File: config.mk
export PLATFORM = sky130hd
export DESIGN_NAME = rect_fill_writer
export DESIGN_NICKNAME = d
export VERILOG_FILES = /design/src/rtl/rect_fill_writer.sv
export SDC_FILE = /design/constraint.sdc
export NUM_CORES = 1
export LEC_CHECK = 0
export BUFFER_PORTS_ARGS = -buffer_cell sky130_fd_sc_hd__buf_2
export CAP_MARGIN = 20
export CORE_ASPECT_RATIO = 1.5
export CORE_UTILIZATION = 35
export DETAILED_ROUTE_END_ITERATION = 12
export HOLD_SLACK_MARGIN = 0.06
export PLACE_DENSITY = 0.51
export SKIP_LAST_GASP = 1
export SLEW_MARGIN = 40
export SYNTH_ARGS = -nofsm -noshare
export SYNTH_HDL_FRONTEND = slang
export SYNTH_SLANG_ARGS = --single-unit
export TNS_END_PERCENT = 20
File: constraint.sdc
create_clock -name clk -period 2.74 [get_ports clk]
set_clock_uncertainty 0.1 [all_clocks]
set_input_delay 0.411 -clock clk [delete_from_list [all_inputs] [get_ports clk]]
set_output_delay 0.411 -clock clk [all_outputs]
set_load 0.02 [all_outputs]
File: src/rtl/rect_fill_writer.sv
// Rectangle-fill write engine: accepts one fill command, then streams one palette
// write per cycle over the rectangle in raster order, honouring write-port stalls.
module rect_fill_writer #(
  parameter int RESOLUTION_X   = 400,
  parameter int RESOLUTION_Y   = 300,
  parameter int PALETTE_LENGTH = 256
) (
  input  logic                              clk,
  input  logic                              reset_n,
  input  logic                              cmd_valid,
  output logic                              cmd_ready,
  input  logic [$clog2(RESOLUTION_X)-1:0]   cmd_x0,
  input  logic [$clog2(RESOLUTION_Y)-1:0]   cmd_y0,
  input  logic [$clog2(RESOLUTION_X)-1:0]   cmd_x1,
  input  logic [$clog2(RESOLUTION_Y)-1:0]   cmd_y1,
  input  logic [$clog2(PALETTE_LENGTH)-1:0] cmd_color,
  input  logic                              stall,
  output logic                              we,
  output logic [$clog2(RESOLUTION_X)-1:0]   wr_pxl_x,
  output logic [$clog2(RESOLUTION_Y)-1:0]   wr_pxl_y,
  output logic [$clog2(PALETTE_LENGTH)-1:0] wr_palette_index,
  output logic                              busy,
  output logic                              done
);

  localparam int XW = $clog2(RESOLUTION_X);
  localparam int YW = $clog2(RESOLUTION_Y);

  localparam logic [XW-1:0] X_LAST = XW'(RESOLUTION_X - 1);
  localparam logic [YW-1:0] Y_LAST = YW'(RESOLUTION_Y - 1);

  typedef enum logic {
    IDLE,
    FILL
  } state_t;

  state_t state, state_next;

  // Only the bounds still needed after accept are kept; y_lo lives in wr_pxl_y.
  logic [XW-1:0] x_lo, x_hi;
  logic [YW-1:0] y_hi;

  logic [XW-1:0] acc_x_lo, acc_x_hi;
  logic [YW-1:0] acc_y_lo, acc_y_hi;
  logic          accept;
  logic          last_pxl;

  // Normalise the incoming corners and clip them to the visible area.
  always_comb begin
    acc_x_lo = (cmd_x0 < cmd_x1) ? cmd_x0 : cmd_x1;
    acc_x_hi = (cmd_x0 < cmd_x1) ? cmd_x1 : cmd_x0;
    acc_y_lo = (cmd_y0 < cmd_y1) ? cmd_y0 : cmd_y1;
    acc_y_hi = (cmd_y0 < cmd_y1) ? cmd_y1 : cmd_y0;
    if (acc_x_lo > X_LAST) acc_x_lo = X_LAST;
    if (acc_x_hi > X_LAST) acc_x_hi = X_LAST;
    if (acc_y_lo > Y_LAST) acc_y_lo = Y_LAST;
    if (acc_y_hi > Y_LAST) acc_y_hi = Y_LAST;
  end

  assign accept   = cmd_valid && cmd_ready;
  assign last_pxl = (wr_pxl_x == x_hi) && (wr_pxl_y == y_hi);

  // NOTE: sequential state uses non-blocking assignments so every register samples
  // the pre-edge values of the others, independent of block evaluation order.
  always_ff @(posedge clk) begin
    if (!reset_n) state <= IDLE;
    else          state <= state_next;
  end

  // NOTE: every output of this block gets a default first, so no path leaves a
  // signal unassigned and no latch is inferred.
  always_comb begin
    state_next = state;
    cmd_ready  = 1'b0;
    busy       = 1'b0;
    we         = 1'b0;
    unique case (state)
      IDLE: begin
        cmd_ready = 1'b1;
        if (cmd_valid) state_next = FILL;
      end
      FILL: begin
        busy = 1'b1;
        we   = !stall;
        if (!stall && last_pxl) state_next = IDLE;
      end
      default: state_next = IDLE;
    endcase
  end

  always_ff @(posedge clk) begin
    if (!reset_n) begin
      wr_pxl_x         <= '0;
      wr_pxl_y         <= '0;
      wr_palette_index <= '0;
      x_lo             <= '0;
      x_hi             <= '0;
      y_hi             <= '0;
      done             <= 1'b0;
    end else begin
      done <= 1'b0;
      if (accept) begin
        wr_pxl_x         <= acc_x_lo;
        wr_pxl_y         <= acc_y_lo;
        wr_palette_index <= cmd_color;
        x_lo             <= acc_x_lo;
        x_hi             <= acc_x_hi;
        y_hi             <= acc_y_hi;
      end else if (we) begin
        // The final pixel leaves the counters parked on (x_hi, y_hi).
        if (last_pxl) begin
          done <= 1'b1;
        end else if (wr_pxl_x < x_hi) begin
          wr_pxl_x <= wr_pxl_x + XW'(1);
        end else begin
          wr_pxl_x <= x_lo;
          wr_pxl_y <= wr_pxl_y + YW'(1);
        end
      end
    end
  end

endmodule
Word-level counts from Yosys, hierarchy flattened

Index checks and enable logic that the tools add are counted.

Register bits after elaboration: 55
Logic and storage cells: 55
Input bits: 48

Multiplexer cells: 23
$lt $le $gt $ge: 7
Reductions and logical operators: 8
Add/sub/neg operators: 2
Eq/ne operators: 4
Bitwise gates (word level): 3

Operators by type and width:

| kind                                                          | number |
|---|---|
| 9-bit two-way mux                                             | 16 |
| 9-bit greater-than comparator, second input constant          | 4 |
| 9-bit < comparator                                            | 3 |
| 9-bit by 1-bit adder with 9-bit output, second input constant | 2 |
| 9-bit == test                                                 | 2 |
| 1-bit two-way mux                                             | 6 |
| 2-bit != test, second input constant                          | 2 |
| 1-bit logical AND                                             | 3 |
| 1-bit inverter                                                | 3 |
| 3-bit AND reduction                                           | 1 |
| 3-bit OR reduction                                            | 1 |
| 1-bit one-hot mux with 2 select lines                         | 1 |
| 2-bit AND reduction                                           | 1 |
| 2-bit nonzero test                                            | 1 |
| 1-bit logical NOT                                             | 1 |

Logic depth before layout (Yosys ltp)

Word-level depth: 5
Depth in mapped cells: 10
Gate-level depth less buffers: 8

Least setup slack after synthesis

OpenSTA, ideal clock, no wires.

Kind: input-to-reg
From: input port cmd_y1[8]
To: register y_hi[2]
Arrival: 2.256 ns
Setup slack: 0.319 ns
Stages on the path: 10
Path buffers: 2
Path through: clkbuf_1 inv_1 ha_1 a21oi_1 o21ai_0 a21oi_4 buf_2 mux2i_1 a22oi_1 nor2_1

Cells in the longest elaborated chain, start to end: 4

RTL lines:

| item                          | line | source |
|---|---|---|
| start: declaration            | 15   | `input logic [$clog2(RESOLUTION_Y)-1:0] cmd_y1,` |
| 9-bit < comparator            | 53   | `acc_y_hi = (cmd_y0 < cmd_y1) ? cmd_y1 : cmd_y0;` |
| 9-bit two-way mux *           | 53   |  |
| 9-bit greater-than comparator | 57   | `if (acc_y_hi > Y_LAST) acc_y_hi = Y_LAST;` |
| 9-bit two-way mux *           | 57   |  |
| end signal: assignment        | 108  | `y_hi <= acc_y_hi;` |
| end: declaration              | 41   | `logic [YW-1:0] y_hi;` |

Mark *: on every way between the ends. The rest lies on a longest branch, timed or not.
A chain may end at the register's enable or synchronous reset.

Worst setup path in the final report

From: register x_hi[6]
To: register wr_pxl_y[3]

Cells in the longest elaborated chain, start to end: 4

RTL lines:

| item                                                                       | line | source |
|---|---|---|
| start: declaration                                                         | 40   | `logic [XW-1:0] x_lo, x_hi;` |
| start signal: assignment                                                   | 107  | `x_hi <= acc_x_hi;` |
| parallel branches: the longest is 3 deep, another holds 9-bit < comparator | n/a  |  |
| 3-bit AND reduction (no source line) *                                     | n/a  |  |
| end signal: assignment                                                     | 104  | `wr_pxl_y <= acc_y_lo;` |
| end signal: assignment                                                     | 117  | `wr_pxl_y <= wr_pxl_y + YW'(1);` |
| end: declaration                                                           | 20   | `output logic [$clog2(RESOLUTION_Y)-1:0] wr_pxl_y,` |

Mark *: on every way between the ends.

==> impl_metrics.tcl <==
set metrics [dict create \
    start_util 0.361 \
    crit_type "flop to flop" \
    hold_violations 0 \
    nFillCells 1136 \
    synth_async_sr_flop_share 0 \
    syn_to_final_growth_pct 21.2 \
    synth_top_cell_area_share 0.287 \
    drv_slew 0 \
    maxCapViolCount 0 \
    cp.required_ns 2.85 \
    worst_pin_slew_ns 0.791 \
    endpoint "wr_pxl_y[3]$_SDFFE_PN0P_" \
    vias 3935 \
    hold_slack_ns 0.241 \
    final_antenna_net_count 0 \
    cts_buffers 5 \
    worstSetupStartpoint "x_hi[6]$_SDFFE_PN0P_" \
    ys_seq_area_frac 0.287 \
    core_um2 10600 \
    r2r_setup_slack_ns 0.38 \
    cp_max_fo 5 \
    drcViolationCount 0 \
    fin_crit_ns 2.36 \
    yosysTopAreaCell "dfxtp_1" \
    finalCritPeriodShare 0.863 \
    max-vdd-ir-drop_mv 0.272 \
    post-route-util 0.437 \
    dpl.cell_count 714 \
    status "finished clean" \
    htreeDepth 2 \
    globalRouteTotalUtil 0.219 \
    clockBufferDepth 2 \
    postCtsHoldBufs 0 \
    yosys_warnings 0 \
    fin_ws_ns 0.376 \
    setup_viol 0 \
    crit_arrival_ns 2.47 \
    power_density_nw_per_um2 557 \
    hp-class "input port to flop" \
    syn_nets 568 \
    cts.sinks 55 \
    slew-limit-headroom 0.472 \
    grt_overflow 0 \
    worstReg2RegStart "x_hi[6]$_SDFFE_PN0P_" \
    via_per_inst 5.45 \
    crit_top_cell "nor2_1" \
    leakage_nw 2.05 \
    layout_commonest_cell "buf_2" \
    drt-pass1-iter-count 4 \
    grt_max_degree 38 \
    synthFlopType "dfxtp_1" \
    finalNonFillerCells 722 \
    critPathCaptureType "flop" \
    post_cts_buffers 0 \
    root_buffer "clkbuf_16" \
    multi_input_area_um2 2510 \
    antenna_found_initial 0 \
    worst_path_largest_cell_delay_ns 0.42 \
    drt_wl_total_um 12100 \
    insertion_delay_ns 0.30 \
    grt_pass1_vias 3857 \
    die_y_um 130 \
    worstSetupStartpointType "flop" \
    synth_seq_cells 55 \
    fin_setup_tns_ns 0 \
    place.gp.congestion 0.879 \
    timing.rr.end "wr_pxl_y[3]$_SDFFE_PN0P_" \
    pre_cts_slack_ns 0.0924 \
    first_iter_violations 112 \
    final_nets 652 \
    place.port_buffers 77 \
    antenna_cells 0 \
    ys_types 66 \
    rsz0062_at_grt "no" \
    cts_tree "done" \
    grt_pass1_wl_um 19300 \
    drive_gt1_frac 0.225 \
    cp_slowest_cell "a2111o_1" \
    wire_per_inst_um 16.8 \
    synth-edff-count 0 \
    post_cts_resized 0 \
    io_pins 78 \
    rows 46 \
    synthTopCellsByArea "dfxtp_1, ha_1, a21oi_1" \
    ff_latch_area_um2 1100 \
    layout_common_cells "buf_2, nand2_1, dfxtp_1" \
    ff2ff_path_depth 8 \
    postSynthCellCount 493 \
    die_w_um 87.5 \
    avgSynthCellArea_um2 7.79 \
    hpwl_um 9520 \
    die-area_um2 11400 \
    crit_chain "inv_1 -> ha_1 -> a2111o_1 -> o2111a_1 -> nor2_1 -> buf_4 -> nor2_1 -> a311oi_2" \
    clk_pin_slew_ns 0.07 \
    max_freq_mhz 423 \
    syn_area_um2 3840 \
]
==> through the flow <==
step | power (mW) | area, um^2
4_1_cts | 2.61 | 4650
6_report | 2.59 | 4650
3_5_place_dp | 1.85 | 4480
2_1_floorplan | 1.54 | 3840
5_1_grt | 2.74 | 4650
3_3_place_gp | 1.85 | 4480
==> cell type report <==
| cell class | count | area share |
|---|---|---|
| Multi-Input combinational cell | 382 | 0.540 |
| Clock inverter | 2 | 0.00753 |
| Tap cell | 144 | 0.0387 |
| Clock buffer | 6 | 0.0298 |
| Timing Repair Buffer | 101 | 0.122 |
| Sequential cell | 55 | 0.237 |
| Inverter | 32 | 0.0258 |
==> routing by layer <==
metal	GRT usage	up-vias	wire, um
li1	-	1982	-
met4	0.0984	0	435
met3	0.0316	26	402
met2	0.410	92	6350
met1	0.239	1835	4930
met5	0	-	0
==> logic make-up (layout without fill, tap and decap cells) <==
group,count (synthesis),in the layout,synth area share
AOI/OAI and AO/OA,163,163,0.287
and+or+nand+nor,163,163,0.206
buffers and inverters,56,141,0.0606
DFF,55,55,0.287
adders and majority gates,27,27,0.0880
xor gates and xnor gates,15,15,0.0342
muxes,14,14,0.0375
==> registers in the layout, indices dropped and copies added, names as in the netlist <==
register and cells:
wr_pxl_x 9, state 1, x_lo 9, done 1, y_hi 9, wr_pxl_y 9, wr_palette_index 8, x_hi 9
==> critical path, delay by kind of cell (launching register included) <==
kind	cells	cell delay (ns)
buffers and inverters	2	0.26
flip-flops	1	0.31
adder cells (fa/ha/maj)	1	0.32
AO/OA/AOI/OAI	3	0.88
AND/OR/NAND/NOR	2	0.40
==> cells in the mapped netlist (all sizes together), types with 9 or more instances <==
cell type  number
mux2i          11
o21ai          40
xor2           13
clkbuf         17
a211oi         11
nand3          25
a21oi          47
nor2           32
dfxtp          55
nand2          60
ha             27
inv            32
a31oi           9
a311oi          9
nor3           13
==> worst min-delay path by stage <==
| stage | startpoint | end | slack (ns) | cells after the start |
|---|---|---|---|---|
| 2_1_floorplan | x_lo[1]$_SDFFE_PN0P_ | x_lo[1]$_SDFFE_PN0P_ | 0.33 | 2 |
| 3_3_place_gp | x_lo[3]$_SDFFE_PN0P_ | x_lo[3]$_SDFFE_PN0P_ | 0.34 | 2 |
| 3_5_place_dp | x_lo[1]$_SDFFE_PN0P_ | x_lo[1]$_SDFFE_PN0P_ | 0.35 | 2 |
| 4_1_cts | cmd_color[7] | wr_palette_index[7]$_SDFFE_PN0P_ | 0.24 | 3 |
| 5_1_grt | cmd_color[0] | wr_palette_index[0]$_SDFFE_PN0P_ | 0.25 | 3 |
| 6_report | cmd_color[7] | wr_palette_index[7]$_SDFFE_PN0P_ | 0.24 | 3 |
==> where the power goes <==
group / switching, mW / internal (mW)
Clock: 0.298 / 0.455
Combinational: 0.556 / 0.346
Sequential: 0.0671 / 0.872
Total: 0.921 / 1.67
Power figures use the tool's default switching activity.
